--- src/rtl/clock_divider_bank_pkg.sv ---
// Shared definitions for the clock divider bank: smallest legal ratio,
// the per-channel run states and the ratio legality check.
package clock_divider_bank_pkg;

  localparam int unsigned DIV_MIN = 32'd2;

  typedef enum logic [0:0] {
    ST_STOP = 1'b0,
    ST_RUN  = 1'b1
  } run_state_t;

  function automatic logic ratio_legal(input logic [31:0] ratio);
    return (ratio >= DIV_MIN);
  endfunction

endpackage

--- src/rtl/clkdiv_channel.sv ---
// One integer clock divider: run/stop FSM, period counter, active and pending
// ratios, registered complementary outputs, edge strobes and sticky ratio error.
module clkdiv_channel
  import clock_divider_bank_pkg::*;
#(
  parameter int unsigned      DIV_W   = 8,
  parameter logic [DIV_W-1:0] RST_DIV = DIV_W'(2),
  parameter logic             RST_EN  = 1'b1
) (
  input  logic             sys_clk,
  input  logic             sys_rst_n,
  input  logic             ch_en,
  input  logic             div_load,
  input  logic [DIV_W-1:0] div_in,
  input  logic             sync_restart,
  output logic             clk_out,
  output logic             clk_out_n,
  output logic             rise_stb,
  output logic             fall_stb,
  output logic             running,
  output logic             div_err
);

  localparam logic [DIV_W-1:0] ZERO = {DIV_W{1'b0}};
  localparam logic [DIV_W-1:0] ONE  = DIV_W'(1);

  run_state_t       state_r;
  logic [DIV_W-1:0] cnt_r;
  logic [DIV_W-1:0] div_act_r;
  logic [DIV_W-1:0] div_pend_r;
  logic             boot_r;
  logic             clk_r;
  logic             clk_n_r;
  logic             rise_r;
  logic             fall_r;
  logic             err_r;

  logic             load_ok_s;
  logic [DIV_W-1:0] pend_next_s;
  logic [DIV_W-1:0] cnt_inc_s;
  logic [DIV_W:0]   high_len_s;
  logic             hi_next_s;
  logic             last_s;
  logic             start_s;

  // Pending-ratio bypass and phase decode of the running counter
  always_comb begin
    load_ok_s = div_load & ratio_legal(32'(div_in));
    if (load_ok_s) begin
      pend_next_s = div_in;
    end else begin
      pend_next_s = div_pend_r;
    end
    cnt_inc_s  = cnt_r + ONE;
    // One bit wider so that the high length of ratio 2^DIV_W-1 does not wrap
    high_len_s = ({1'b0, div_act_r} + {1'b0, ONE}) >> 1'b1;
    hi_next_s  = ({1'b0, cnt_inc_s} < high_len_s);
    last_s     = (cnt_r == (div_act_r - ONE));
    start_s    = ch_en | boot_r;
  end

  // Pending ratio and sticky illegal-load flag
  always_ff @(posedge sys_clk or negedge sys_rst_n) begin
    if (!sys_rst_n) begin
      div_pend_r <= RST_DIV;
      err_r      <= 1'b0;
    end else begin
      div_pend_r <= pend_next_s;
      if (div_load) begin
        err_r <= ~load_ok_s;
      end
    end
  end

  // Run/stop FSM: counter, active ratio, divided clock and one-cycle strobes
  always_ff @(posedge sys_clk or negedge sys_rst_n) begin
    if (!sys_rst_n) begin
      state_r   <= ST_STOP;
      boot_r    <= RST_EN;
      cnt_r     <= ZERO;
      div_act_r <= RST_DIV;
      clk_r     <= 1'b0;
      clk_n_r   <= 1'b1;
      rise_r    <= 1'b0;
      fall_r    <= 1'b0;
    end else begin
      boot_r <= 1'b0;
      rise_r <= 1'b0;
      fall_r <= 1'b0;
      case (state_r)
        ST_STOP: begin
          if (start_s) begin
            state_r   <= ST_RUN;
            cnt_r     <= ZERO;
            div_act_r <= pend_next_s;
            clk_r     <= 1'b1;
            clk_n_r   <= 1'b0;
            rise_r    <= 1'b1;
          end else begin
            clk_r   <= 1'b0;
            clk_n_r <= 1'b1;
          end
        end
        ST_RUN: begin
          if (sync_restart) begin
            // Truncate the period; a rise is only reported if the output was low
            cnt_r     <= ZERO;
            div_act_r <= pend_next_s;
            clk_r     <= 1'b1;
            clk_n_r   <= 1'b0;
            rise_r    <= ~clk_r;
          end else if (last_s) begin
            if (ch_en) begin
              cnt_r     <= ZERO;
              div_act_r <= pend_next_s;
              clk_r     <= 1'b1;
              clk_n_r   <= 1'b0;
              rise_r    <= 1'b1;
            end else begin
              state_r <= ST_STOP;
              cnt_r   <= ZERO;
              clk_r   <= 1'b0;
              clk_n_r <= 1'b1;
            end
          end else begin
            cnt_r   <= cnt_inc_s;
            clk_r   <= hi_next_s;
            clk_n_r <= ~hi_next_s;
            fall_r  <= clk_r & ~hi_next_s;
          end
        end
        default: begin
          state_r <= ST_STOP;
          cnt_r   <= ZERO;
          clk_r   <= 1'b0;
          clk_n_r <= 1'b1;
        end
      endcase
    end
  end

  assign clk_out   = clk_r;
  assign clk_out_n = clk_n_r;
  assign rise_stb  = rise_r;
  assign fall_stb  = fall_r;
  assign running   = (state_r == ST_RUN);
  assign div_err   = err_r;

endmodule

--- src/rtl/clock_divider_bank.sv ---
// Bank of NUM_CH independent programmable clock dividers on one input clock;
// the top only slices the packed ratio vectors and fans out sync_restart.
module clock_divider_bank
  import clock_divider_bank_pkg::*;
#(
  parameter int unsigned               NUM_CH  = 4,
  parameter int unsigned               DIV_W   = 8,
  parameter logic [NUM_CH*DIV_W-1:0]   RST_DIV = {4{8'd2}},
  parameter logic [NUM_CH-1:0]         RST_EN  = {NUM_CH{1'b1}}
) (
  input  logic                    sys_clk,
  input  logic                    sys_rst_n,
  input  logic [NUM_CH-1:0]       ch_en,
  input  logic [NUM_CH-1:0]       div_load,
  input  logic [NUM_CH*DIV_W-1:0] div_in,
  input  logic                    sync_restart,
  output logic [NUM_CH-1:0]       clk_out,
  output logic [NUM_CH-1:0]       clk_out_n,
  output logic [NUM_CH-1:0]       rise_stb,
  output logic [NUM_CH-1:0]       fall_stb,
  output logic [NUM_CH-1:0]       running,
  output logic [NUM_CH-1:0]       div_err
);

  for (genvar i = 0; i < NUM_CH; i++) begin : g_ch
    clkdiv_channel #(
      .DIV_W   (DIV_W),
      .RST_DIV (RST_DIV[i*DIV_W +: DIV_W]),
      .RST_EN  (RST_EN[i])
    ) u_ch (
      .sys_clk      (sys_clk),
      .sys_rst_n    (sys_rst_n),
      .ch_en        (ch_en[i]),
      .div_load     (div_load[i]),
      .div_in       (div_in[i*DIV_W +: DIV_W]),
      .sync_restart (sync_restart),
      .clk_out      (clk_out[i]),
      .clk_out_n    (clk_out_n[i]),
      .rise_stb     (rise_stb[i]),
      .fall_stb     (fall_stb[i]),
      .running      (running[i]),
      .div_err      (div_err[i])
    );
  end

endmodule

--- config.mk ---
export PLATFORM = sky130hd
export DESIGN_NAME = clock_divider_bank
export DESIGN_NICKNAME = d
export VERILOG_FILES = /design/src/rtl/clock_divider_bank_pkg.sv /design/src/rtl/clkdiv_channel.sv /design/src/rtl/clock_divider_bank.sv
export SDC_FILE = /design/constraint.sdc
export NUM_CORES = 1
export LEC_CHECK = 0
export ABC_AREA = 0
export CORE_MARGIN = 2
export CORE_UTILIZATION = 31
export CTS_BUF_LIST = sky130_fd_sc_hd__clkbuf_4 sky130_fd_sc_hd__clkbuf_8
export DETAILED_ROUTE_END_ITERATION = 8
export PLACE_DENSITY = 0.46
export SLEW_MARGIN = 20
export SYNTH_ARGS = -nofsm -noshare
export SYNTH_HDL_FRONTEND = slang
export SYNTH_SLANG_ARGS = --single-unit
--- constraint.sdc ---
create_clock -name sys_clk -period 2.4 [get_ports sys_clk]
set_input_delay 0.72 -clock sys_clk [delete_from_list [all_inputs] [get_ports sys_clk]]
set_output_delay 0.72 -clock sys_clk [all_outputs]
set_load 0.01 [all_outputs]
==> flow_metrics.tcl, run 1 <==
set metrics [dict create \
    yosys_warnings 0 \
    synth.distinct_cells 63 \
    synth-adder-area-share 0.0682 \
    diodes 0 \
    fp-row-count 56 \
    syn_nets 815 \
    grt_pass1_wl_um 29900 \
    finish.instance_area_um2 9940 \
    worst_slew_pin_slew_ns 0.552 \
    cts-hold-fix-buffers 0 \
    ant_nets 0 \
    pre_cts_slack_ns -0.615 \
    clock_path_buffers 2 \
    synth-xor-area-share 0.0932 \
    port-buffer-count 66 \
    drive_above_1_share 0.293 \
    clock-sinks 121 \
    dp_hpwl_um 13000 \
    static-leakage-power_nw 4.39 \
    syn_avg_cell_area_um2 10.0 \
    hold_viol 0 \
    finalSetupViolations 0 \
    ys.flop_type "dfrtp_1" \
    hp-class "in -> async" \
    die_h_um 158 \
    instances_no_fill 1212 \
    dp_cells 1172 \
    synth_top_family_by_area "simple AND/OR/NAND/NOR gates" \
    routed_wl_um 17900 \
    clk-insertion-delay-late_ns 0.45 \
    p_per_area_nw_per_um2 627 \
    tritoncts "yes" \
    route.detailed.drc 0 \
    htreeDepth 4 \
    fillCellCount 2234 \
    grt_overflow 0 \
    grt_usage 0.151 \
    finalCritPeriodShare 0.986 \
    grt_max_degree 42 \
    first_pass_iters 7 \
    ir_drop_mv 0.298 \
    relSlewSlack 0.632 \
    gp_congestion 0.819 \
    final_common_cell "buf_4" \
    synth_compound_area_frac 0.153 \
    critPathKind "reg -> reg" \
    cts-root-buf "clkbuf_8" \
    layout.nets 963 \
    grt_setup_unrepaired "true" \
    worstPathArrival_ns 2.69 \
    viasPerCell 4.81 \
    synthSimpleGateAreaFrac 0.154 \
    synth_seq_cells 121 \
    syn-cell-area_um2 7330 \
    drtIter0Drc 281 \
    num_vias 5831 \
    final_cell_mix "buf_4, dfrtp_1, clkdlybuf4s50_1" \
    timing.fmax_ghz 0.423 \
    total_power_w 0.00623 \
    start_util 0.314 \
    critPathMaxFanout 7 \
    dieWidth_um 158 \
    clkTransAtPathRegs_ns 0.08 \
    num_io_pins 67 \
    antenna_found_initial 0 \
    clock_skew_ns 0.0117 \
    cts_buffers 17 \
    maxCapViolCount 0 \
    final.setup.worst_slack_ns 0.0347 \
    finalCriticalPeriod_ns 2.37 \
    async_flop_share 1.00 \
    core_um2 23300 \
    grt_pass1_vias 6051 \
    synth_cells 732 \
    synthMuxAreaShare 0.0613 \
    cp-end-kind "register" \
    synth-seq-area-share 0.415 \
    cp.required_ns 2.72 \
    area_delta_synth_final_pct 35.5 \
    routedWlPerCell_um 14.8 \
    dpl_cell_area_um2 9010 \
    final_max_slew_viol_count 0 \
    status "finished, final reports clean" \
    cp-start-kind "register" \
    die-area_um2 24900 \
    synth_edf_count 0 \
]
[cells in the mapped netlist (all sizes together) (13+ instances only)]
library cell,n,area share
dfrtp,108,0.37
a22o,50,0.060
nor2,50,0.026
nand2,48,0.025
xnor2,41,0.049
ha,40,0.068
mux2,39,0.060
xor2,37,0.044
buf,34,0.032
nand3,31,0.021
clkbuf,28,0.014
a21oi,23,0.016
nor3,20,0.014
o21ai,19,0.013
inv,17,0.0087
dfstp,13,0.047
[logic make-up after synthesis]
| family | count (synthesis) |
|---|---|
| compound gates | 151 |
| xor+xnor | 78 |
| fa+ha+maj | 40 |
| buf+inv | 79 |
| flops | 121 |
| mux | 40 |
| other cells | 1 |
| simple gates | 222 |
[layer usage]
layer | wire length, um | vias to the layer above | part of all wire | GRT usage
met5 | 0 | - | 0 | 0
met4 | 255 | 0 | 0.014 | 0.0498
met3 | 525 | 20 | 0.029 | 0.0268
met2 | 8520 | 81 | 0.47 | 0.247
met1 | 8650 | 2836 | 0.48 | 0.202
li1 | - | 2894 | - | -
[sequential cells by signal, indices dropped and copies added, names as in the netlist]
register,count
g_ch.u_ch.rise_stb,4
g_ch.u_ch.div_err,4
g_ch.u_ch.cnt_r,32
g_ch.u_ch.clk_out_n,4
g_ch.u_ch.boot_r,1
g_ch.u_ch.fall_stb,4
g_ch.u_ch.div_act_r,32
g_ch.u_ch.running,4
g_ch.u_ch.div_pend_r,32
g_ch.u_ch.clk_out,4
[layout make-up]
class | count | area [um^2] | share of cell area
clock buffer | 19 | 255 | 0.0257
tap | 319 | 399 | 0.0402
clock inverter | 13 | 170 | 0.0171
sequential | 121 | 3050 | 0.307
inverter | 17 | 63.8 | 0.00642
timing repair buffer | 190 | 1640 | 0.165
multi-input combinational | 533 | 4360 | 0.439
[power breakdown]
part           internal [W]  switching (W)  total [W]
clock network       0.00107       0.000934    0.00201
logic              0.000950       0.000843    0.00179
registers           0.00224       0.000191    0.00243
[through the flow]
stage	util	TNS (ns)	hold WS, ns
after floorplan	-	-0.0857	0.424
after detailed placement	0.386	-6.34	0.477
after global placement	0.386	-4.70	0.473
final	0.426	0	0.243
after CTS	0.412	-0.0311	0.240
after global routing	0.426	-1.08	0.263
[worst max-delay path: stages, from the launching register on]
cell and delay [ns]:
dfstp_2 0.57, inv_2 0.06, ha_4 0.18, or3_1 0.34, a31o_1 0.20, a211oi_2 0.23
a22oi_1 0.15, buf_4 0.20, mux2_4 0.30
[what timing repair did]
item,in CTS,in global routing
setup endpoints to repair,43,60
buffers inserted,4,4
pin swaps,16,17
resized for setup,39,57
gates cloned,0,1
[path summary, 6_finish.rpt]
check,startpoint,to,slack [ns],cells past startpoint
min reg2reg,g_ch[3].u_ch.div_pend_r[3]$_DFF_PN0_,g_ch[3].u_ch.div_pend_r[3]$_DFF_PN0_,0.49,1
min,sys_rst_n,g_ch[2].u_ch.div_pend_r[0]$_DFF_PN0_,0.24,1
max reg2reg,g_ch[1].u_ch.div_act_r[1]$_DFFE_PN1P_,g_ch[1].u_ch.div_act_r[6]$_DFFE_PN0P_,0.03,8
max in group asynchronous,sys_rst_n,g_ch[0].u_ch.clk_out_n$_DFF_PN1_,1.48,2
max,g_ch[1].u_ch.div_act_r[1]$_DFFE_PN1P_,g_ch[1].u_ch.div_act_r[6]$_DFFE_PN0P_,0.03,8
min in group sys_clk,g_ch[3].u_ch.div_pend_r[3]$_DFF_PN0_,g_ch[3].u_ch.div_pend_r[3]$_DFF_PN0_,0.49,1
No activity file was read; power rests on OpenSTA's default activity.
==> run 2, diff against run 1 <==
- GPL_TIMING_DRIVEN: unset -> 0
==> flow_metrics.tcl, run 2 (synthesized netlist as in run 1, its figures left out) <==
set metrics [dict create \
    drtIter0Drc 230 \
    clk-insertion-delay-late_ns 0.44 \
    violations "setup timing" \
    final_cell_mix "dfrtp_1, buf_4, clkdlybuf4s50_1" \
    drive_above_1_share 0.270 \
    status "finished, violations left" \
    tritoncts "yes" \
    fp-row-count 56 \
    power.share.switching 0.325 \
    final_max_slew_viol_count 0 \
    cp.required_ns 2.72 \
    clock-sinks 121 \
    static-leakage-power_nw 4.13 \
    gp_congestion 0.838 \
    worst-path-stages 8 \
    num_io_pins 67 \
    dieWidth_um 158 \
    reg2reg_to "g_ch[0].u_ch.div_act_r[2]$_DFFE_PN0P_" \
    cp-startpoint "g_ch[0].u_ch.div_act_r[7]$_DFFE_PN0P_" \
    p_per_area_nw_per_um2 621 \
    power_frac_clock 0.307 \
    cp-start-kind "register" \
    clock_skew_ns 0.0117 \
    final_common_cell "dfrtp_1" \
    hold_viol 0 \
    antenna_found_initial 0 \
    route.detailed.drc 0 \
    rr_startpoint "g_ch[0].u_ch.div_act_r[7]$_DFFE_PN0P_" \
    critPathMaxFanout 8 \
    finalCritPeriodShare 1.03 \
    ir_drop_mv 0.311 \
    dp_hpwl_um 12100 \
    routed_wl_um 17500 \
    ant_nets 0 \
    finish.instance_area_um2 9600 \
    final.setup.worst_slack_ns -0.0710 \
    grt_max_degree 70 \
    p_int_w 0.00402 \
    num_vias 5722 \
    timing.fmax_ghz 0.405 \
    cts_buffers 17 \
    layout.nets 926 \
    sequentialPowerShare 0.412 \
    clkTransAtPathRegs_ns 0.08 \
    routedWlPerCell_um 14.9 \
    clock_path_buffers 2 \
    viasPerCell 4.87 \
    finalCriticalPeriod_ns 2.47 \
    area_delta_synth_final_pct 30.9 \
    port-buffer-count 63 \
    grt_overflow 0 \
    grt_pass1_wl_um 28900 \
    crit_end "g_ch[0].u_ch.div_act_r[2]$_DFFE_PN0P_" \
    cp-end-kind "register" \
    relSlewSlack 0.531 \
    die_h_um 158 \
    dpl_cell_area_um2 8430 \
    worstRegToRegCells 8 \
    crit_family "simple AND/OR/NAND/NOR gates" \
    grt_usage 0.145 \
    reg.largest.list "g_ch.u_ch.cnt_r (32), g_ch.u_ch.div_act_r (32), g_ch.u_ch.div_pend_r (32)" \
    maxCapViolCount 0 \
    path_cells "xnor2_2, or4b_1, a21oi_1, and3b_2, nor4_4, a21o_1, buf_6, mux2_4" \
    hp-class "in -> async" \
    core_um2 23300 \
    total_power_w 0.00596 \
    grt_pass1_vias 5782 \
    setup_tns_ns -0.503 \
    grt_setup_unrepaired "true" \
    first_pass_iters 4 \
    max_stage_delay_ns 0.46 \
    start_util 0.314 \
    r2r_setup_slack_ns -0.07 \
    diodes 0 \
    worstPathArrival_ns 2.79 \
    path_buf_inv 1 \
    htreeDepth 4 \
    die-area_um2 24900 \
    cts-root-buf "clkbuf_8" \
    worst_slew_pin_slew_ns 0.700 \
    critPathKind "reg -> reg" \
    comb_power_share 0.281 \
    cp_slowest_cell "or4b_1" \
    finalSetupViolations 9 \
    power.switching_w 0.00194 \
]
## run 2: per-stage QoR
stage                     std cells  hold slack (ns)  utilization  worst slack, ns
after detailed placement       1115            0.479        0.361           -0.745
after CTS                      1161            0.290        0.395          -0.0393
after global placement         1114            0.482        0.360            -4.33
after global routing           1174            0.306        0.411           -0.136
final                          1174            0.289        0.411          -0.0710
after floorplan                 732            0.424            -          -0.0857
## run 2: how the worst min path moves through the flow
| stage | from | end | slack (ns) | cells past startpoint |
|---|---|---|---|---|
| after global placement | g_ch[3].u_ch.div_pend_r[0]$_DFF_PN0_ | g_ch[3].u_ch.div_pend_r[0]$_DFF_PN0_ | 0.48 | 1 |
| after global routing | sys_rst_n | g_ch[2].u_ch.div_pend_r[0]$_DFF_PN0_ | 0.31 | 1 |
| after detailed placement | g_ch[1].u_ch.div_pend_r[3]$_DFF_PN0_ | g_ch[1].u_ch.div_pend_r[3]$_DFF_PN0_ | 0.48 | 1 |
| after floorplan | sys_rst_n | g_ch[0].u_ch.clk_out$_DFF_PN0_ | 0.42 | 0 |
| final | sys_rst_n | g_ch[2].u_ch.div_pend_r[0]$_DFF_PN0_ | 0.29 | 1 |
| after CTS | sys_rst_n | g_ch[2].u_ch.div_pend_r[0]$_DFF_PN0_ | 0.29 | 1 |
## run 2: cell type report
cell class              count  area, um^2
plain buffers              47         318
inverters                  17        67.6
flip-flops and latches    121        3060
clock buffers              17         234
well taps                 319         399
clock inverters            14         153
multi-input cells         532        4390
fillers                  2253       13700
repair buffers            107         981
## run 2: power groups by stage
stage | clock network (W) | logic, W | registers, W
floorplan | 0 | 0.00102 | 0.00238
global placement | 0 | 0.00138 | 0.00243
detailed placement | 0 | 0.00141 | 0.00243
CTS | 0.00190 | 0.00153 | 0.00244
global route | 0.00200 | 0.00186 | 0.00249
finish | 0.00183 | 0.00168 | 0.00246
## run 2: repair_timing
item / CTS / global route
setup endpoints to repair: 74 / 69
cloned: 1 / 0
resized for setup: 63 / 63
buffers inserted: 26 / 17
pin swaps: 19 / 25
endpoints found under the hold margin: 0 / 0
hold buffers: 0 / 0
## run 2: metal layers
| layer | vias to the layer above | global-route usage | share of wire |
|---|---|---|---|
| met5 | - | 0 | 0 |
| met4 | 0 | 0.0398 | 0.0095 |
| met3 | 13 | 0.0339 | 0.027 |
| met2 | 67 | 0.242 | 0.49 |
| met1 | 2820 | 0.189 | 0.47 |
| li1 | 2822 | - | - |
==> run 3, diff against run 2 <==
- CELL_PAD_IN_SITES_DETAIL_PLACEMENT: unset -> 1
- CELL_PAD_IN_SITES_GLOBAL_PLACEMENT: unset -> 2
- PLACE_DENSITY: 0.46 -> 0.67
==> flow_metrics.tcl, run 3 (synthesized netlist as in run 1, its figures left out) <==
set metrics [dict create \
    finalCriticalPeriod_ns 2.44 \
    critPathKind "reg -> reg" \
    finalCritPeriodShare 1.01 \
    start_util 0.314 \
    first_pass_iters 4 \
    dp_hpwl_um 13600 \
    dieWidth_um 158 \
    grt_pass1_vias 6271 \
    final.setup.worst_slack_ns -0.0353 \
    cts_buffers 17 \
    timing.hold.ws_ns 0.125 \
    worstRegToRegCells 8 \
    status "finished, violations left" \
    grt_pass1_wl_um 32100 \
    num_io_pins 67 \
    ir_drop_mv 0.329 \
    crit_family "simple AND/OR/NAND/NOR gates" \
    route.detailed.drc 0 \
    num_vias 5779 \
    p_per_area_nw_per_um2 620 \
    tritoncts "yes" \
    r2r_setup_slack_ns -0.04 \
    layout.nets 923 \
    area_delta_synth_final_pct 32.0 \
    rr_startpoint "g_ch[0].u_ch.div_act_r[7]$_DFFE_PN0P_" \
    maxCapViolCount 0 \
    cp_slowest_cell "or4b_4" \
    grt_overflow 0 \
    antenna_found_initial 0 \
    hp-class "in -> async" \
    ant_nets 0 \
    diodes 0 \
    reg.largest.list "g_ch.u_ch.cnt_r (32), g_ch.u_ch.div_act_r (32), g_ch.u_ch.div_pend_r (32)" \
    worstPathArrival_ns 2.76 \
    dp_cells 1115 \
    clock_path_buffers 2 \
    cts-root-buf "clkbuf_8" \
    critPathMaxFanout 8 \
    met1_usage 0.210 \
    cp-end-kind "register" \
    worst-path-stages 8 \
    total_power_w 0.00600 \
    grt_max_degree 93 \
    die-area_um2 24900 \
    relSlewSlack 0.520 \
    htreeDepth 4 \
    final_max_slew_viol_count 0 \
    violations "setup timing" \
    crit_end "g_ch[0].u_ch.div_act_r[6]$_DFFE_PN0P_" \
    fp-row-count 56 \
    busiest_layer "met2" \
    viasPerCell 4.93 \
    finalSetupViolations 7 \
    timing.fmax_ghz 0.411 \
    cp.required_ns 2.72 \
    hold_viol 0 \
    path_buf_inv 1 \
    reg2reg_to "g_ch[0].u_ch.div_act_r[6]$_DFFE_PN0P_" \
    cp-startpoint "g_ch[0].u_ch.div_act_r[7]$_DFFE_PN0P_" \
    use_met3 0.0285 \
    worst_slew_pin_slew_ns 0.716 \
    instances_no_fill 1172 \
    static-leakage-power_nw 4.15 \
    clock-sinks 121 \
    die_h_um 158 \
    grt_setup_unrepaired "true" \
    clock_skew_ns 0.0106 \
    final_cell_mix "dfrtp_1, buf_4, clkdlybuf4s50_1" \
    clk-insertion-delay-late_ns 0.44 \
    final_common_cell "dfrtp_1" \
    use_met2 0.280 \
    cp-start-kind "register" \
    max_stage_delay_ns 0.50 \
    port-buffer-count 63 \
    gp_congestion 0.770 \
    routedWlPerCell_um 16.6 \
    core_um2 23300 \
    routed_wl_um 19500 \
    clkTransAtPathRegs_ns 0.08 \
    path_cells "xnor2_2, or4b_4, a21oi_2, and3b_2, nor4_4, a21o_1, buf_6, mux2_4" \
    drtIter0Drc 167 \
    drive_above_1_share 0.293 \
    grt_usage 0.162 \
]
[run 3: how the worst min path moves through the flow]
stage / start / to / slack, ns / depth (start not counted)
after floorplan: sys_rst_n / g_ch[0].u_ch.clk_out$_DFF_PN0_ / 0.42 / 0
after global placement: g_ch[2].u_ch.div_pend_r[5]$_DFF_PN0_ / g_ch[2].u_ch.div_pend_r[5]$_DFF_PN0_ / 0.48 / 1
after detailed placement: g_ch[2].u_ch.div_pend_r[2]$_DFF_PN0_ / g_ch[2].u_ch.div_pend_r[2]$_DFF_PN0_ / 0.48 / 1
after CTS: sys_rst_n / g_ch[1].u_ch.div_pend_r[0]$_DFF_PN0_ / 0.11 / 1
after global routing: sys_rst_n / g_ch[1].u_ch.div_pend_r[0]$_DFF_PN0_ / 0.11 / 1
final: sys_rst_n / g_ch[1].u_ch.div_pend_r[0]$_DFF_PN0_ / 0.13 / 1
[run 3: layer usage]
layer / part of all wire / vias to the layer above / routed length (um)
met2: 0.50 / 68 / 9750
li1: - / 2802 / -
met1: 0.47 / 2893 / 9110
met4: 0.010 / 0 / 196
met3: 0.023 / 16 / 440
met5: 0 / - / 0
[run 3: per-stage QoR]
step	setup slack (ns)	instance area, um^2	utilization	TNS, ns
after global routing	-0.0955	9680	0.415	-1.98
after detailed placement	-0.665	8440	0.362	-20.55
final	-0.0353	9680	0.415	-0.175
after CTS	-0.0829	9330	0.400	-0.558
after floorplan	-0.0857	7370	-	-0.0857
after global placement	-4.37	8400	0.360	-525.84
[run 3: power by group]
part / switching [W] / internal [W]
registers: 0.000243 / 0.00224
logic: 0.000834 / 0.000876
clock network: 0.000873 / 0.000934
total: 0.00195 / 0.00405
[run 3: repair_timing]
action,4_1_cts,5_1_grt
pin swaps,20,22
hold buffers,0,0
buffers inserted,30,13
resized for setup,90,62
endpoints found under the setup margin,75,67
cloned,0,0
[run 3: area by class of cell]
class	count	area, um^2
Fill cell	2577	13700
Multi-Input combinational cell	532	4480
Sequential cell	121	3060
Timing Repair Buffer	106	977
Tap cell	319	399
Buffer	45	319
Clock buffer	19	249
Clock inverter	13	130
Inverter	17	68.8
